**src/rtl/dino_pkg.sv**
```systemverilog
// Shared definitions for the Gamepad PMOD button word: the bit position of each
// button and the word a disconnected controller reports.
package dino_pkg;

  localparam int unsigned BTN_W = 12;

  typedef logic [BTN_W-1:0] btn_word_t;

  localparam int unsigned BTN_B      = 11;
  localparam int unsigned BTN_Y      = 10;
  localparam int unsigned BTN_SELECT = 9;
  localparam int unsigned BTN_START  = 8;
  localparam int unsigned BTN_UP     = 7;
  localparam int unsigned BTN_DOWN   = 6;
  localparam int unsigned BTN_LEFT   = 5;
  localparam int unsigned BTN_RIGHT  = 4;
  localparam int unsigned BTN_A      = 3;
  localparam int unsigned BTN_X      = 2;
  localparam int unsigned BTN_L      = 1;
  localparam int unsigned BTN_R      = 0;

  // An unplugged controller pulls every button line high.
  localparam btn_word_t GAMEPAD_ABSENT_WORD = 12'hFFF;

endpackage

```
**src/rtl/gamepad_pmod_receiver_sync_edge_detect.sv**
```systemverilog
// Two-flop synchronizer for one asynchronous PMOD pin, followed by a history flop
// and a registered rising-edge detector.
module sync_edge_detect (
  input  logic clk,
  input  logic rst_n,
  input  logic pin_i,
  output logic sync_o,
  output logic rise_o
);

  logic meta_q;
  logic sync_q;
  logic hist_q;
  logic rise_q;

  always_ff @(posedge clk) begin
    if (!rst_n) begin
      meta_q <= 1'b0;
      sync_q <= 1'b0;
      hist_q <= 1'b0;
      rise_q <= 1'b0;
    end else begin
      meta_q <= pin_i;
      sync_q <= meta_q;
      hist_q <= sync_q;
      rise_q <= sync_q & ~hist_q;
    end
  end

  // Level taken from the history flop so it lines up with the registered rise pulse.
  assign sync_o = hist_q;
  assign rise_o = rise_q;

endmodule

```
**src/rtl/gamepad_pmod_receiver.sv**
```systemverilog
// Gamepad PMOD serial receiver: shifts the button stream in on pmod_clk, commits the
// selected controller's 12-bit word on pmod_latch, and drops presence on a frame timeout.
module gamepad_pmod_receiver
  import dino_pkg::*;
#(
  parameter int CONTROLLER_SEL = 0,
  parameter int FRAME_BITS     = 24,
  parameter int TIMEOUT_CYCLES = 1000000
) (
  input  logic              clk,
  input  logic              rst_n,
  input  logic              pmod_data,
  input  logic              pmod_clk,
  input  logic              pmod_latch,
  output logic              gamepad_is_present,
  output logic [BTN_W-1:0]  gamepad_buttons,
  output logic              gamepad_start,
  output logic              gamepad_up,
  output logic              gamepad_down,
  output logic              frame_valid,
  output logic              frame_error
);

  localparam int unsigned TW        = $clog2(TIMEOUT_CYCLES + 1);
  localparam logic [TW-1:0] TO_MAX  = TW'(TIMEOUT_CYCLES);
  localparam logic [4:0]  CNT_MAX   = '1;
  localparam logic [4:0]  FRAME_CNT = 5'(FRAME_BITS);

  logic data_sync, data_rise_unused;
  logic clk_sync_unused, clk_rise;
  logic latch_sync_unused, latch_rise;

  sync_edge_detect u_sync_data (
    .clk(clk), .rst_n(rst_n), .pin_i(pmod_data),
    .sync_o(data_sync), .rise_o(data_rise_unused)
  );
  sync_edge_detect u_sync_clk (
    .clk(clk), .rst_n(rst_n), .pin_i(pmod_clk),
    .sync_o(clk_sync_unused), .rise_o(clk_rise)
  );
  sync_edge_detect u_sync_latch (
    .clk(clk), .rst_n(rst_n), .pin_i(pmod_latch),
    .sync_o(latch_sync_unused), .rise_o(latch_rise)
  );

  logic [FRAME_BITS-1:0] shreg_q, shreg_d;
  logic [4:0]            bitcnt_q, bitcnt_d;
  logic [TW-1:0]         to_q, to_d;
  logic                  present_q, present_d;
  btn_word_t             buttons_q, buttons_d;
  logic                  valid_q, valid_d;
  logic                  error_q, error_d;
  btn_word_t             word;

  always_comb begin
    shreg_d   = shreg_q;
    bitcnt_d  = bitcnt_q;
    to_d      = to_q;
    present_d = present_q;
    buttons_d = buttons_q;
    valid_d   = 1'b0;
    error_d   = 1'b0;

    // Shift first so a latch in the same cycle sees the post-shift word and count.
    if (clk_rise) begin
      shreg_d  = {shreg_q[FRAME_BITS-2:0], data_sync};
      bitcnt_d = (bitcnt_q == CNT_MAX) ? CNT_MAX : bitcnt_q + 5'd1;
    end

    word = (CONTROLLER_SEL == 0) ? shreg_d[FRAME_BITS-1 -: BTN_W] : shreg_d[BTN_W-1:0];

    if (latch_rise) begin
      if (bitcnt_d == FRAME_CNT) begin
        valid_d = 1'b1;
        to_d    = '0;
        if (word == GAMEPAD_ABSENT_WORD) begin
          present_d = 1'b0;
          buttons_d = '0;
        end else begin
          present_d = 1'b1;
          buttons_d = word;
        end
      end else begin
        error_d = 1'b1;
      end
      bitcnt_d = '0;
    end

    if (!valid_d) begin
      if (to_q != TO_MAX) to_d = to_q + TW'(1);
      if (to_d == TO_MAX) begin
        present_d = 1'b0;
        buttons_d = '0;
      end
    end
  end

  always_ff @(posedge clk) begin
    if (!rst_n) begin
      shreg_q   <= '0;
      bitcnt_q  <= '0;
      to_q      <= '0;
      present_q <= 1'b0;
      buttons_q <= '0;
      valid_q   <= 1'b0;
      error_q   <= 1'b0;
    end else begin
      shreg_q   <= shreg_d;
      bitcnt_q  <= bitcnt_d;
      to_q      <= to_d;
      present_q <= present_d;
      buttons_q <= buttons_d;
      valid_q   <= valid_d;
      error_q   <= error_d;
    end
  end

  assign gamepad_is_present = present_q;
  assign gamepad_buttons    = buttons_q;
  assign gamepad_start      = buttons_q[BTN_START];
  assign gamepad_up         = buttons_q[BTN_UP];
  assign gamepad_down       = buttons_q[BTN_DOWN];
  assign frame_valid        = valid_q;
  assign frame_error        = error_q;

endmodule

```
**config.mk**
```make
export PLATFORM = sky130hd
export DESIGN_NAME = gamepad_pmod_receiver
export DESIGN_NICKNAME = d
export VERILOG_FILES = /design/src/rtl/dino_pkg.sv /design/src/rtl/gamepad_pmod_receiver_sync_edge_detect.sv /design/src/rtl/gamepad_pmod_receiver.sv
export SDC_FILE = /design/constraint.sdc
export NUM_CORES = 1
export LEC_CHECK = 0
export ABC_AREA = 1
export CAP_MARGIN = 20
export CORE_MARGIN = 3
export CORE_UTILIZATION = 33
export CTS_CLUSTER_SIZE = 24
export DETAILED_ROUTE_END_ITERATION = 7
export PLACE_DENSITY = 0.57
export SYNTH_ARGS = -nofsm -noshare
export SYNTH_HDL_FRONTEND = slang
export SYNTH_HIERARCHICAL = 1
export SYNTH_SLANG_ARGS = --single-unit
```
**constraint.sdc**
```tcl
create_clock -name clk -period 2.2 [get_ports clk]
set_clock_uncertainty 0.1 [all_clocks]
set_input_delay 0.44 -clock clk [delete_from_list [all_inputs] [get_ports clk]]
set_output_delay 0.44 -clock clk [all_outputs]
set_load 0.01 [all_outputs]
```
## Word level (Yosys, flattened, before mapping)

Cells that the tools add are included.

- $add $sub $neg: 2
- Equal/unequal tests: 5
- Multiplexer cells: 21
- Bitwise gates (word level): 5
- Reductions and logical operators: 2

Operators with widths:

| kind | number |
|---|---|
| 20-bit 2-to-1 mux | 5 |
| 12-bit 2-to-1 mux | 5 |
| 24-bit 2-to-1 mux | 1 |
| 20-bit by 1-bit adder with 20-bit output (second input constant) | 1 |
| 20-bit equality test (second input constant) | 1 |
| 20-bit inequality test (second input constant) | 1 |
| 12-bit equality test (second input constant) | 1 |
| 5-bit equality test (second input constant) | 2 |
| 5-bit 2-to-1 mux | 2 |
| 1-bit 2-to-1 mux | 8 |
| 5-bit by 1-bit adder with 5-bit output (second input constant) | 1 |
| 1-bit NOT | 3 |
| 1-bit bitwise AND | 2 |
| 2-bit AND reduction | 1 |
| 2-bit OR reduction | 1 |

- Register bits after elaboration: 75
- Input port bits: 5
- Output and inout port bits: 18
- Logic and storage cells: 54

## Logic depth before layout (Yosys ltp)

Gate-level depths: netlist (run 1).

- Depth in word-level cells: 11
- Depth in mapped cells: 16
- Depth with buffers taken out: 14

## Cells and area by module

Netlist (run 1), hierarchy kept.

By module, submodules not included:

| module | times used | cells an instance | area each (um^2) | seq. area each (um^2) |
|---|---|---|---|---|
| gamepad_pmod_receiver | 1 | 448 | 3215.6 | 1281.2 |
| sync_edge_detect | 3 | 11 | 108.9 | 80.1 |

## Worst setup path after synthesis (run 1)

No wires, ideal clock.

- Kind: register to register
- From: register to_q[0]
- To: register buttons_q[1] (netlist: gamepad_buttons[1])
- Setup time: 112 ps
- Arrival time: 1834 ps
- Required time: 1988 ps
- Setup slack: 154 ps
- Stages on the path, launching flop included: 15
- Path buffers: 1
- Period minus slack after synthesis: 2046 ps
- Cell sequence: dfxtp_1 ha_1 nand3_2 nor2_4 nand2_1 nor2_1 nand2_1 xor2_1 clkinv_1 nand4_1 nor3_2 nand2_1 buf_6 nand2_2 nand2_1

- Longest elaborated chain between the ends: 7
- Elaborated cells between the ends (all ways): 9
- Those cells by class: add/sub (1); eq/ne (2); mux (6)

Ends and longest elaborated chain:

| element | line | source |
|---|---|---|
| start: declaration | gamepad_pmod_receiver.sv:48 | `logic [TW-1:0] to_q, to_d;` |
| start signal: assignment | gamepad_pmod_receiver.sv:110 | `to_q <= to_d;` |
| parallel branches: the longest is 2 deep, another holds 20-bit by 1-bit adder with 20-bit output | -- |  |
| 20-bit 2-to-1 mux * | gamepad_pmod_receiver.sv:90 | `if (to_q != TO_MAX) to_d = to_q + TW'(1);` |
| 20-bit 2-to-1 mux * | gamepad_pmod_receiver.sv:89 | `if (!valid_d) begin` |
| 20-bit equality test * | gamepad_pmod_receiver.sv:91 | `if (to_d == TO_MAX) begin` |
| 12-bit 2-to-1 mux * | gamepad_pmod_receiver.sv:91 |  |
| 12-bit 2-to-1 mux * | gamepad_pmod_receiver.sv:89 |  |
| end signal: assignment | gamepad_pmod_receiver.sv:112 | `buttons_q <= buttons_d;` |
| end: declaration | gamepad_pmod_receiver.sv:50 | `btn_word_t buttons_q, buttons_d;` |

Every way passes the cells marked *. The select of a mux whose other input is x is not followed.
A chain may end at the register's enable or synchronous reset.

## Worst setup path in the final report (run 1)

- From: register to_q[10]
- To: register buttons_q[1] (netlist: gamepad_buttons[1])

Same word-level chain as after synthesis.

==> flow_summary.yaml, run 1 <==
worst_hold_path:
  min_from: "u_sync_clk/sync_o"
  hold_class: "flop to flop"
  hold_end: "u_sync_clk/rise_o"
  hold_depth: 1
finish:
  final.fill_count: 1022
  finish.utilization_pct: 42.9
  post_route_cells_drive_above_1_share_pct: 21.0
  synthToLayoutAreaGrowth_pct: 25.9
  instances_no_fill: 675
  nNetsFinal: 542
  antennaDiodeCount: 0
  final_cell_mix: "nor2_1 (98), nand2_1 (88), dfxtp_1 (64), inv_1 (61), buf_4 (34)"
  layout_commonest_cell: "nor2_1"
power:
  p_total_mw: 2.54
  clockPowerShare_pct: 40.1
  peakVddDrop_uv: 367
  p_sw_mw: 0.652
  power_density_nw_per_um2: 574
  p_comb_share_pct: 5.0
  p_int_mw: 1.89
  p_sw_share_pct: 25.7
  leakagePower_nw: 1.86
  p_seq_share_pct: 54.9
global_routing:
  grt_usage_pct: 14.0
  antenna_found_initial: 0
  grt_pass1_vias: 2836
  grt_first_pass_wirelength_um: 13200
  gr-total-overflow: 0
  grt_max_degree: 23
die:
  core_um2: 10300
  die_w_um: 109
  die_area_um2: 11900
  io_pins: 23
  num_rows: 37
  start_util_pct: 34.1
  die_h_um: 109
job:
  maxCapViolations: 0
drt:
  drc: 0
  firstDrtPassIters: 7
  drtIter0Drc: 180
  antenna_left: 0
  avgViaCountPerCell: 4.60
  wl_per_cell_um: 11.9
  via_count: 3104
  totalWireLength_um: 8050
placed_design:
  dp_cells: 656
  io_buffers: 22
  routabilityCongestion: 0.857
  hpwl_um: 5900
setup_path:
  cp_cell_sequence: "nand3_1, nor2_1, inv_1, nor3_4, xor2_2, nand4_1, nor3_2, nand2_2, clkbuf_16, nand2_2, nand2_1"
  endpoint_kind: "flop"
  worst-path-buf-inv: 2
  rrSetupSlack_ps: 20
  arrival_ps: 2320
  crit_required_ps: 2340
  slowest_delay_ps: 400
  crit_family: "simple AND/OR/NAND/NOR gates"
  slowest_stage: "dfxtp_1"
  crit_top_cell: "nand2_2"
  rr_worst_depth: 11
  critPathKind: "flop to flop"
  cp-start-kind: "flop"
  critPathMaxFanout: 6
  worstReg2RegEnd: "gamepad_buttons[1]"
  reg2reg_from: "to_q[10]"
sta:
  max_slew_margin_pct: 77.3
  drv_slew: 0
  finalHoldViolCount: 0
  fmax_mhz: 458
  fin_crit_ps: 2180
  rsz0062_at_grt: "true"
  tns_ps: 0
  final.period_utilization_pct: 99.2
  finalSetupViolations: 0
  whs_ps: 295
  worst_pin_slew_ps: 339
synthesis:
  avgSynthCellArea_um2: 7.34
  yosysWarnings: 6
  synthCells: 479
  synth_nets: 487
  syn_area_um2: 3520
clock_tree:
  htree_levels: 3
  clockRootBuffer: "clkbuf_8"
  cts_tree: "done"
  clk_pin_slew_ps: 100
  clock_latency_ps: 350
  cts_buffers: 9
  clockBufferDepth: 2
  cts_sinks: 75
status:
  status: "complete, no violations"
[repair_timing]
action / CTS / global route
setup endpoints to repair: 12 / 13
hold endpoints to repair: 0 / 0
gates resized for setup: 5 / 28
buffers inserted: 0 / 2
pin swaps: 1 / 2
cloned: 0 / 1
hold buffers: 0 / 0
[power groups by stage]
stage | clock network [mW] | registers [mW] | logic [mW]
4_1_cts | 1.05 | 1.39 | 0.124
3_3_place_gp | 0 | 1.42 | 0.122
3_5_place_dp | 0 | 1.42 | 0.123
6_report | 1.02 | 1.39 | 0.127
2_1_floorplan | 0 | 1.42 | 0.0758
5_1_grt | 1.10 | 1.40 | 0.142
[metrics by stage]
stage	setup slack, ps	area [um^2]
floorplan	154	3520
global placement	-30.9	4100
detailed placement	-34.9	4100
CTS	0.891	4290
global route	-104	4430
finish	17.2	4430
[worst reg2reg max path, stage by stage (launching register included)]
cell and delay [ps]:
dfxtp_1 400, nand3_1 110, nor2_1 170, inv_1 120
nor3_4 220, xor2_2 210, nand4_1 150, nor3_2 220
nand2_2 120, clkbuf_16 190, nand2_2 50, nand2_1 40
[state kept, by name (all words and copies together), names as in the netlist]
name and flops:
u_sync_latch/sync_q 1, u_sync_clk/rise_o 1, frame_error 1, u_sync_clk/sync_o 1, u_sync_data/sync_q 1, bitcnt_q 5
u_sync_latch/rise_o 1, u_sync_clk/sync_q 1, frame_valid 1, shreg_q 24, u_sync_data/sync_o 1, u_sync_data/meta_q 1
u_sync_clk/meta_q 1, u_sync_latch/meta_q 1, gamepad_buttons 12, u_sync_latch/sync_o 1, to_q 20, gamepad_is_present 1
[worst max path at each step]
stage / startpoint / to / slack [ps] / depth (start not counted)
2_1_floorplan: to_q[0] / gamepad_buttons[1] / 150 / 14
3_3_place_gp: to_q[0] / gamepad_buttons[0] / -30 / 14
3_5_place_dp: to_q[0] / gamepad_buttons[5] / -30 / 14
4_1_cts: to_q[2] / gamepad_buttons[0] / 0.9 / 12
5_1_grt: bitcnt_q[1] / gamepad_buttons[9] / -100 / 14
6_report: to_q[10] / gamepad_buttons[1] / 20 / 11
[cell type report]
type | instances | area (um^2) | area share, %
clock buffers | 10 | 138 | 3.11
clock inverters | 6 | 47.5 | 1.07
inverters | 64 | 240 | 5.43
multi-input cells | 325 | 1770 | 40.0
flip-flops and latches | 75 | 1520 | 34.3
well taps | 136 | 170 | 3.85
repair buffers | 59 | 541 | 12.2
[metal layers]
metal | vias to the layer above | share of wire (%) | GRT usage [%] | routed length (um)
met4 | 0 | 1.4 | 4.90 | 116
met3 | 14 | 4.2 | 3.20 | 340
met5 | - | 0 | 0 | 0
met2 | 73 | 47 | 22.5 | 3750
li1 | 1597 | - | - | -
met1 | 1420 | 48 | 18.5 | 3850
(Power assumes the default switching activity.)
==> run 2, diff against run 1 <==
--- a/config.mk
+++ b/config.mk
@@ -11,8 +11,7 @@
 export CORE_UTILIZATION = 33
 export CTS_CLUSTER_SIZE = 24
 export DETAILED_ROUTE_END_ITERATION = 7
-export PLACE_DENSITY = 0.57
+export PLACE_DENSITY = 0.58
 export SYNTH_ARGS = -nofsm -noshare
 export SYNTH_HDL_FRONTEND = slang
-export SYNTH_HIERARCHICAL = 1
 export SYNTH_SLANG_ARGS = --single-unit
==> run 2 against run 1 <==
Wire length shrank 9.8%. Sequential power about the same. Via count is 11% lower. Final cell count fell by 9.5%. Clock power about the same. Sequential cell count unchanged. Sequential share of layout area rose by 2.7 points. Synthesized area down 5.8%. Non-clock buffer count fell by 17. Maximum frequency grew 0.57%. Critical path type unchanged. Highest routed layer unchanged.
==> flow_summary.yaml, run 2 <==
status:
  status: "complete, no violations"
sta:
  finalSetupViolations: 0
  finalHoldViolCount: 0
  max_slew_margin_pct: 70.5
  fmax_mhz: 461
  final.period_utilization_pct: 98.7
  fin_crit_ps: 2170
  fin_ws_ps: 29.6
  drv_slew: 0
  rsz0062_at_grt: "true"
  tns_ps: 0
  whs_ps: 283
  worst_pin_slew_ps: 442
setup_path:
  arrival_ps: 2310
  critPathKind: "flop to flop"
  cp-start-kind: "flop"
  reg2reg_from: "to_q[0]"
  worst-path-buf-inv: 2
  worstReg2RegEnd: "gamepad_buttons[2]"
  endpoint_kind: "flop"
  rr_worst_depth: 12
  cp_cell_sequence: "buf_4, nand3_2, nor2_4, nand2_1, xor2_1, nor2_1, nand3_1, nor2_1, nand2_1, nor2_4, clkbuf_16, o21ai_2"
  slowest_stage: "dfxtp_4"
  crit_required_ps: 2340
  crit_cells: 12
  rrSetupSlack_ps: 30
  crit_family: "simple AND/OR/NAND/NOR gates"
  slowest_delay_ps: 390
  critPathMaxFanout: 6
clock_tree:
  clockBufferDepth: 2
  cts_hold_buffers: 0
  clockRootBuffer: "clkbuf_8"
  htree_levels: 3
  cts_sinks: 75
  clk_pin_slew_ps: 80
  cts_buffers: 9
  cts_tree: "done"
  clock_latency_ps: 340
finish:
  instances_no_fill: 611
  final_cell_mix: "nand2_1 (90), nor2_1 (85), dfxtp_1 (63), inv_1 (38), clkdlybuf4s50_1 (22)"
  largest_reg_flops: 24
  post_route_cells_drive_above_1_share_pct: 21.2
  synthToLayoutAreaGrowth_pct: 24.3
  antennaDiodeCount: 0
  regMostFlops: "shreg_q"
  nNetsFinal: 486
  layout_commonest_cell: "nand2_1"
global_routing:
  antenna_found_initial: 0
  gr-total-overflow: 0
  grt_usage_pct: 12.6
  grt_pass1_vias: 2563
  grt_max_degree: 26
  grt_first_pass_wirelength_um: 11500
synthesis:
  yosysMostFrequentCell: "nand2_1"
  yosysUniqueCellTypes: 30
  ys_seq_area_share_pct: 45.3
  async_flop_share_pct: 0
  syn_area_um2: 3310
  synth_top_cell_by_area: "dfxtp_1"
  synth_nets: 448
  synth_top_area_share_pct: 45.3
  synthFlopType: "dfxtp_1"
  synth_edf_count: 0
  yosysWarnings: 0
  synthCells: 440
  synth_top_cells_by_count: "nand2_1 (95), nor2_1 (90), dfxtp_1 (75), inv_1 (42)"
  ys_ff_latch: 75
  ys_top_cells_by_area: "dfxtp_1 (45%), nand2_1 (11%), nor2_1 (10%)"
  avgSynthCellArea_um2: 7.53
power:
  p_total_mw: 2.57
  leakagePower_nw: 1.63
  peakVddDrop_uv: 433
  power_density_nw_per_um2: 624
drt:
  drc: 0
  firstDrtPassIters: 4
  antenna_left: 0
  drtIter0Drc: 129
  via_count: 2769
  avgViaCountPerCell: 4.53
  wl_per_cell_um: 11.9
  totalWireLength_um: 7270
placed_design:
  io_buffers: 22
  dp_cells: 587
  place_ws_ps: -141
  routabilityCongestion: 0.893
  hpwl_um: 4930
worst_hold_path:
  min_from: "u_sync_clk.sync_o"
  hold_end: "u_sync_clk.rise_o"
  hold_depth: 1
  hold_class: "flop to flop"
die:
  core_um2: 9500
  num_rows: 35
  start_util_pct: 34.9
  io_pins: 23
  die_area_um2: 11300
  die_h_um: 106
  die_w_um: 106
job:
  maxCapViolations: 0
-- run 2: how the worst max path moves through the flow --
stage | start | endpoint
finish | to_q[0] | gamepad_buttons[2]
global route | to_q[0] | gamepad_buttons[2]
CTS | to_q[1] | gamepad_buttons[0]
detailed placement | to_q[1] | gamepad_buttons[0]
global placement | to_q[1] | gamepad_buttons[11]
floorplan | bitcnt_q[0] | gamepad_buttons[10]
-- run 2: cells by family (layout without fill, tap and decap cells) --
family	after synthesis	in the layout	synth area share (%)
simple gates	236	236	31.2
flops	75	75	45.3
xor+xnor	13	13	3.44
fa+ha+maj	3	3	1.13
mux	12	12	3.63
compound gates	40	40	7.37
buf+inv	61	103	7.93
-- run 2: metal layers --
| metal | track usage, % | part of all wire, % | vias to the layer above |
|---|---|---|---|
| met2 | 20.8 | 49 | 64 |
| met4 | 4.26 | 1.6 | 0 |
| met5 | 0 | 0 | - |
| met3 | 3.58 | 4.4 | 12 |
| met1 | 15.6 | 45 | 1248 |
| li1 | - | - | 1445 |
-- run 2: layout make-up --
type | count | area, um^2
fill | 976 | 5390
clock buffer | 10 | 128
multi-input combinational | 304 | 1660
sequential | 75 | 1520
inverter | 46 | 180
clock inverter | 5 | 63.8
timing repair buffer | 42 | 400
tap | 129 | 161
-- run 2: timing repair --
| action | in CTS | in global routing |
|---|---|---|
| hold endpoints to repair | 0 | 0 |
| buffers inserted | 2 | 6 |
| pin swaps | 1 | 12 |
| resized for setup | 3 | 47 |
| endpoints found under the setup margin | 13 | 13 |
| cloned | 0 | 1 |
-- run 2: where the power goes --
part	internal (mW)	switching, mW
Clock	0.527	0.526
Combinational	0.0520	0.0686
Sequential	1.38	0.0173
Total	1.96	0.612
-- run 2: through the flow --
stage / util, % / cell area (um^2)
6_report: 43.3 / 4120
2_1_floorplan: - / 3310
5_1_grt: 43.3 / 4120
3_5_place_dp: 38.9 / 3700
4_1_cts: 41.2 / 3910
3_3_place_gp: 38.9 / 3700
